## src/rtl/shift_chain_loader.sv

```systemverilog
// shift_chain_loader: shifts a parallel word bit-serially into an external
// flip-flop chain, reads the bits back at the chain tap into a parallel word
// and reports whether the word survived the trip through the chain.
module shift_chain_loader #(
  parameter int   DEPTH = 4,
  parameter int   WIDTH = 8,
  parameter logic FILL  = 1'b0
) (
  input  logic             N14,
  input  logic             N15,
  input  logic             load_valid,
  input  logic [WIDTH-1:0] load_data,
  output logic             load_ready,
  input  logic             abort,
  output logic             sdo,
  output logic             shift_en,
  input  logic             sdi,
  output logic             cap_valid,
  output logic [WIDTH-1:0] cap_data,
  output logic             cap_match,
  output logic             busy
);

  // One shift per word bit plus DEPTH-1 flush shifts to push the last bit out.
  localparam int N  = WIDTH + DEPTH - 1;
  localparam int KW = $clog2(N + 1);

  localparam logic [KW-1:0] K_LAST  = KW'(N - 1);
  localparam logic [KW-1:0] K_WIDTH = KW'(WIDTH);
  localparam logic [KW:0]   K_DEPTH = (KW + 1)'(DEPTH);

  typedef enum logic [1:0] {IDLE, SHIFT, GAP, DONE} state_t;

  state_t           state_q, state_d;
  logic [KW-1:0]    k_q, k_d;
  logic [WIDTH-1:0] hold_q, hold_d;
  logic [WIDTH-1:0] capt_q, capt_d;
  logic             sdo_q, sdo_d;
  logic             shift_en_q, shift_en_d;
  logic             load_ready_q, load_ready_d;
  logic             busy_q, busy_d;
  logic             cap_valid_q, cap_valid_d;
  logic [WIDTH-1:0] cap_data_q, cap_data_d;
  logic             cap_match_q, cap_match_d;

  logic [KW-1:0]    k_inc;
  logic             in_window;
  logic             next_bit;
  logic [WIDTH-1:0] capt_sampled;

  // Next-state and next-output logic; the tap is sampled only once the first word bit has reached it.
  always_comb begin
    state_d      = state_q;
    k_d          = k_q;
    hold_d       = hold_q;
    capt_d       = capt_q;
    sdo_d        = sdo_q;
    shift_en_d   = 1'b0;
    load_ready_d = load_ready_q;
    busy_d       = busy_q;
    cap_valid_d  = 1'b0;
    cap_data_d   = cap_data_q;
    cap_match_d  = cap_match_q;

    k_inc     = k_q + KW'(1);
    next_bit  = (k_inc < K_WIDTH) ? |(hold_q & (WIDTH'(1) << k_inc)) : FILL;
    in_window = ({1'b0, k_q} + (KW + 1)'(1)) >= K_DEPTH;
    capt_sampled = in_window ? ((capt_q >> 1) | (WIDTH'(sdi) << (WIDTH - 1)))
                             : capt_q;

    if (abort && (state_q != IDLE)) begin
      state_d      = IDLE;
      k_d          = '0;
      load_ready_d = 1'b1;
      busy_d       = 1'b0;
    end else begin
      case (state_q)
        IDLE: begin
          if (load_valid && load_ready_q) begin
            hold_d       = load_data;
            capt_d       = '0;
            k_d          = '0;
            sdo_d        = load_data[0];
            shift_en_d   = 1'b1;
            load_ready_d = 1'b0;
            busy_d       = 1'b1;
            state_d      = SHIFT;
          end
        end
        SHIFT: begin
          state_d = GAP;
        end
        GAP: begin
          capt_d = capt_sampled;
          if (k_q == K_LAST) begin
            cap_valid_d = 1'b1;
            cap_data_d  = capt_sampled;
            cap_match_d = (capt_sampled == hold_q);
            state_d     = DONE;
          end else begin
            k_d        = k_inc;
            sdo_d      = next_bit;
            shift_en_d = 1'b1;
            state_d    = SHIFT;
          end
        end
        DONE: begin
          k_d          = '0;
          load_ready_d = 1'b1;
          busy_d       = 1'b0;
          state_d      = IDLE;
        end
        default: begin
          state_d = IDLE;
        end
      endcase
    end
  end

  // State and output registers, cleared immediately on reset.
  always_ff @(posedge N14 or posedge N15) begin
    if (N15) begin
      state_q      <= IDLE;
      k_q          <= '0;
      hold_q       <= '0;
      capt_q       <= '0;
      sdo_q        <= 1'b0;
      shift_en_q   <= 1'b0;
      load_ready_q <= 1'b1;
      busy_q       <= 1'b0;
      cap_valid_q  <= 1'b0;
      cap_data_q   <= '0;
      cap_match_q  <= 1'b0;
    end else begin
      state_q      <= state_d;
      k_q          <= k_d;
      hold_q       <= hold_d;
      capt_q       <= capt_d;
      sdo_q        <= sdo_d;
      shift_en_q   <= shift_en_d;
      load_ready_q <= load_ready_d;
      busy_q       <= busy_d;
      cap_valid_q  <= cap_valid_d;
      cap_data_q   <= cap_data_d;
      cap_match_q  <= cap_match_d;
    end
  end

  assign load_ready = load_ready_q;
  assign busy       = busy_q;
  assign sdo        = sdo_q;
  assign shift_en   = shift_en_q;
  assign cap_valid  = cap_valid_q;
  assign cap_data   = cap_data_q;
  assign cap_match  = cap_match_q;

endmodule

```

## config.mk

```make
export PLATFORM = sky130hd
export DESIGN_NAME = shift_chain_loader
export DESIGN_NICKNAME = d
export VERILOG_FILES = /design/src/rtl/shift_chain_loader.sv
export SDC_FILE = /design/constraint.sdc
export NUM_CORES = 1
export LEC_CHECK = 0
export ABC_AREA = 1
export CELL_PAD_IN_SITES_DETAIL_PLACEMENT = 0
export CELL_PAD_IN_SITES_GLOBAL_PLACEMENT = 2
export CORE_ASPECT_RATIO = 1.25
export CORE_MARGIN = 2
export CORE_UTILIZATION = 32
export CTS_CLUSTER_SIZE = 28
export DETAILED_ROUTE_END_ITERATION = 12
export PLACE_DENSITY = 0.82
export SETUP_SLACK_MARGIN = 0.4
export SYNTH_ARGS = -nofsm -noshare
export SYNTH_HDL_FRONTEND = slang
export SYNTH_SLANG_ARGS = --single-unit
```

## constraint.sdc

```tcl
create_clock -name N14 -period 1.97 [get_ports N14]
set_clock_uncertainty 0.1 [all_clocks]
set_input_delay 0.394 -clock N14 [delete_from_list [all_inputs] [get_ports N14]]
set_output_delay 0.394 -clock N14 [all_outputs]
set_load 0.03 [all_outputs]
```

==> Yosys cells after proc, flatten, opt, wreduce, memory -nomap -nowiden <==
Cells that the tools add are included.
{ "totals": {"register_bits": 36, "latchBits": 0, "ramBits": 0, "rom_bits": 0, "in_bits": 13, "output_inout_bits": 14, "elab_cells": 70, "n_memories": 0} }
{ "classes": {"addsub": 2, "n_mul": 0, "div_mod_pow": 0, "n_lt_le_gt_ge": 2, "n_eq_ne": 9, "n_shift": 1, "n_mux": 28, "bitwise": 3, "reduce_logical": 14} }
{ "op_table": {"columns": ["operator", "n"], "rows": [
  ["two-way mux 8 bit", 2],
  ["one-hot mux 8 bit (2 select lines)", 1],
  ["two-way mux 1 bit", 13],
  ["two-way mux 4 bit", 3],
  ["one-hot mux 4 bit (3 select lines)", 1],
  ["AND reduction 3 bit", 4],
  ["AND 8 bit", 1],
  ["equality test 8 bit", 1],
  ["bitwise OR 7 x 8 -> 8 bit", 1],
  ["one-hot mux 1 bit (2 select lines)", 4],
  ["one-hot mux 2 bit (4 select lines)", 1],
  ["OR reduction 8 bit", 1],
  ["<< shifter 1 x 4 -> 8 bit (first input constant)", 1],
  ["two-way mux 2 bit", 3],
  ["inequality test 3 bit (second input constant)", 2],
  ["adder 4 x 1 -> 5 bit (second input constant)", 1],
  ["greater-or-equal comparator 5 x 3 -> 1 bit (second input constant)", 1],
  ["adder 4 x 1 -> 4 bit (second input constant)", 1],
  ["equality test 2 bit (second input constant)", 2],
  ["equality test 4 bit (second input constant)", 1],
  ["less-than comparator 4 bit (second input constant)", 1],
  ["inequality test 2 bit (second input constant)", 2],
  ["AND reduction 4 bit", 1],
  ["nonzero test 2 bit", 2],
  ["7 further kinds", 8]
]} }

==> Depth between registers and ports, before layout <==
{ "depth": {"depth_word": 7, "mapped_depth": 14, "depth_no_buf": 14} }

==> Worst setup path after synthesis <==
No wires, ideal clock.
{ "synth_path": {"path_type": "register to register", "start": "reg load_ready_q, in the netlist load_ready", "end": "reg sdo_q, in the netlist sdo", "t_arrival_ns": 1.508, "setup_slack_ns": 0.236, "path_stages_with_launch": 8, "n_path_buf": 0, "path_cell_list": "dfstp_2 > nand2_1 > nand2_1 > nand2_1 > a21oi_2 > inv_1 > a211oi_1 > a21oi_1"} }
{ "synth_via": {"elab_chain_cells": 3} }
{ "synth_rtl": {"columns": ["item", "line_no", "source"], "rows": [
  ["start: declaration", "40", "logic load_ready_q, load_ready_d;"],
  ["start signal: assignment", "141", "load_ready_q <= load_ready_d;"],
  ["logical AND 1 bit", "79", "if (load_valid && load_ready_q) begin"],
  ["inequality test 2 bit (no line)", null, null],
  ["AND reduction 4 bit (no line)", null, null],
  ["end signal: assignment", "139", "sdo_q <= sdo_d;"],
  ["end: declaration", "38", "logic sdo_q, sdo_d;"]
]} }
No other way between the ends.
A chain may end at the register's enable or synchronous reset.

==> Worst setup path in the final report <==
{ "layout_path": {"start": "reg k_q[0]", "end": "reg cap_match_q, in the netlist cap_match"} }
{ "layout_via": {"elab_chain_cells": 4, "word_cells_on_any_way": 6, "cone_classes": "1 x add/sub; 1 x order compare; 2 x eq/ne; 1 x mux; 1 x reduce/logical"} }
{ "layout_rtl": {"columns": ["item", "line_no", "source"], "rows": [
  ["start: declaration", "35", "logic [KW-1:0] k_q, k_d;"],
  ["start signal: assignment", "136", "k_q <= k_d;"],
  ["adder 4 x 1 -> 5 bit", "67", "in_window = ({1'b0, k_q} + (KW + 1)'(1)) >= K_DEPTH;"],
  ["greater-or-equal comparator 5 x 3 -> 1 bit", "67", null],
  ["two-way mux 8 bit", "68", "capt_sampled = in_window ? ((capt_q >> 1) | (WIDTH'(sdi) << (WIDTH - 1)))"],
  ["equality test 8 bit", "98", "cap_match_d = (capt_sampled == hold_q);"],
  ["end signal: assignment", "145", "cap_match_q <= cap_match_d;"],
  ["end: declaration", "44", "logic cap_match_q, cap_match_d;"]
]} }
Several ways; a longest one is shown, not always the timed one.

==> results.txt <==
Synth Warn # -> 0
worst path arrival time -> 1890 ps
Antenna diodes -> 0
syn_area_per_cell -> 8.090 sq um
hpwl dp -> 3537 microns
Inserted Clock Buffers -> 5
final hold vios -> 0
GP Congestion -> 0.7573
multi-input logic area -> 1075 sq um
WL/cell -> 14.08 microns
fmax -> 555.4 MHz
via/cell ratio -> 4.841
syn_nets -> 255
1st-iter DRT viols -> 44
post-synth cell types -> 29
Critical Path Source Type -> register
Max-Cap Viols -> 0
status -> finished clean
post-synthesis async set-or-reset flop share -> 100.0%
worst skew pair latency -> 290 ps
Adder-Cell Fraction of Synth Area -> 5.288%
initial antenna violation count -> 0
drt first pass iters -> 4
I/O pin total -> 27
Synth Instances -> 234
area of the core -> 5741 sq um
cell area after synthesis -> 1893 sq um
first-pass GRT wire length -> 8452 microns
Initial Utilization -> 32.98%
port bufs -> 26
CTS sink cnt -> 36
CTS root buf -> clkbuf_8
RSZ-0062 raised after global routing -> true
wirelength, routed -> 4969 microns
mux contribution to synthesized area -> 0%
Synth-to-Final Area Change -> 43.82%
vias in the first global route -> 1781
largest family of logic cells by synthesized area -> simple AND/OR/NAND/NOR gates
Synth Area in Compound Gates -> 14.08%
Crit Path Max Fanout -> 8
met3 WL -> 131 microns
Post-Synth Simple-Gate Area -> 24.72%
Tcrit/Tclk final -> 91.40%
share of post-route cells with drive strength above 1 -> 30.31%
largest net degree at the start of global routing -> 37
sequential share of the synthesized area -> 47.65%
Clock transition at path regs -> 70 ps
die area -> 6551 sq um
GRT Total Usage -> 16.74%
Leak Pwr -> 1.279 nW
DR DRC count -> 0
Max rail drop VDD -> 0.0006670 V
Critical Path RT -> 2060 ps
total number of vias -> 1709
fillers -> 577
Power Density -> 1157 nW/um^2
PnR Total Power -> 3.150 mW
predominant post-synthesis flop cell -> dfrtp_1
Setup-failing EPs final -> 0
Setup CP Type -> register to register
cts hold-fix bufs -> 0
met1 wire length -> 2227 microns
reg-to-reg startpoint -> k_q[0]$_DFFE_PP0P_
slack of the worst reg-to-reg path -> 170 ps
Max-slew headroom -> 75.16%
Die Y -> 90.00 microns
worst hold path type -> input pin to asynchronous set/reset pin
clock buffer depth -> 2
CP Capture Type -> register
Period minus WS final -> 1801 ps
uppermost layer routed -> met4
critical path launch point -> k_q[0]$_DFFE_PP0P_
number of synthesized flops with an enable pin -> 0
reg2reg path depth -> 13
Slew Viols, Final -> 0
WHS -> 356.0 ps
met2 WL -> 2517 microns
flip-flop and latch area -> 902.1 sq um
DRT antenna net count -> 0
#FFs+latches synth -> 36
H-tree Lvls -> 2
nets -> 307
CTS tree -> yes
total grt overflow -> 0
Die Wd -> 72.80 microns
Worst-Margin Slew -> 372.2 ps
cell row count -> 31
XOR/XNOR Fraction of Synth Area -> 0.4627%
-- final cells by class --
type	instances	area share, %
Timing Repair Buffer	47	16.18
Clock buffer	8	3.309
Sequential cell	36	33.13
Multi-Input combinational cell	162	39.48
Inverter	34	4.871
Tap cell	66	3.033
-- metrics by stage --
| step | TNS [ps] | util [%] | setup WS [ps] | area [sq um] | instances |
|---|---|---|---|---|---|
| 4_1_cts | 0 | 45.58 | 215.8 | 2616 | 352 |
| 2_1_floorplan | 0 | - | 314.4 | 1916 | 234 |
| 6_report | 0 | 47.43 | 169.5 | 2723 | 353 |
| 3_3_place_gp | -46.12 | 40.87 | -46.12 | 2346 | 334 |
| 5_1_grt | 0 | 47.43 | 54.95 | 2723 | 353 |
| 3_5_place_dp | 0 | 40.87 | 41.00 | 2346 | 334 |
-- worst max-delay path: stages (launching register included) --
cell     delay [ps]
dfrtp_1         400
ha_2            190
inv_2            50
nand2_2          60
nand2_4         130
nand3_4         200
nand2_2         160
o21ai_2          70
nand2_1          60
nand2_1          50
nand2_1         100
nor2_1           50
nand2_1          50
nand2_1          40
-- cell usage after synthesis (3+ instances only) --
cell type / instances / share of area, %
o21ai_1: 3 / 0.79
ha_1: 8 / 5.3
a21oi_1: 3 / 0.79
o22ai_1: 8 / 2.6
o211ai_1: 4 / 1.6
o21ai_0: 23 / 6.1
dfrtp_1: 35 / 46
nand2_1: 69 / 14
nand2_2: 6 / 2.0
inv_1: 33 / 6.5
nor2_1: 11 / 2.2
nand3_1: 11 / 2.9
nand4_1: 4 / 1.3
-- state kept, by name, summed over array words and instances (netlist names) --
name,flops
busy,1
hold_q,8
cap_match,1
cap_valid,1
capt_q,8
shift_en,1
sdo,1
load_ready,1
cap_data,8
k_q,4
state_q,2
-- kinds of logic (layout without fill, tap and decap cells) --
group | after synthesis | count (layout)
AND/OR/NAND/NOR | 106 | 107
XOR/XNOR | 1 | 1
buffers and inverters | 37 | 89
AO/OA/AOI/OAI | 46 | 46
adder cells (fa/ha/maj) | 8 | 8
flip-flops | 36 | 36
-- worst paths after layout --
check                                          endpoint
worst min-delay path              hold_q[0]$_DFFE_PP0P_
max in group asynchronous        load_ready$_DFFE_PP1P_
min in group N14                cap_data[1]$_DFFE_PP0P_
worst max-delay path              cap_match$_DFFE_PP0P_
worst max register to register    cap_match$_DFFE_PP0P_
worst min register to register  cap_data[1]$_DFFE_PP0P_
-- layout by cell type (no fill, tap or decap), types with 6 or more instances in the layout --
cell type | Yosys | routed
nand2_4 | 1 | 8
inv_2 | 1 | 7
nand3_1 | 11 | 8
buf_4 | 0 | 15
dfrtp_1 | 35 | 35
nand2_1 | 69 | 55
nor2_1 | 11 | 8
dlygate4sd2_1 | 0 | 10
o22ai_2 | 0 | 6
o21ai_0 | 23 | 21
inv_1 | 33 | 25
nand2_2 | 6 | 13
clkdlybuf4s50_1 | 0 | 12
clkbuf_8 | 0 | 6
-- what timing repair did --
item | 4_1_cts | 5_1_grt
pin swaps | 14 | 7
gates resized for setup | 48 | 31
setup endpoints to repair | 38 | 28
gates cloned | 1 | 0
setup buffers | 9 | 1
-- routing by layer --
layer / vias to the layer above / track usage [%]
met5: - / 0
met4: 0 / 5.710
met3: 8 / 3.027
met2: 29 / 28.71
met1: 804 / 20.68
li1: 868 / -
-- where the power goes --
group | switching [mW] | total (mW) | leakage, nW | internal (mW)
clock | 0.260 | 0.545 | 0.0455 | 0.285
combinational | 0.932 | 1.56 | 0.757 | 0.628
sequential | 0.134 | 1.04 | 0.477 | 0.911
total | 1.33 | 3.15 | 1.28 | 1.82
(Power assumes the default switching activity.)
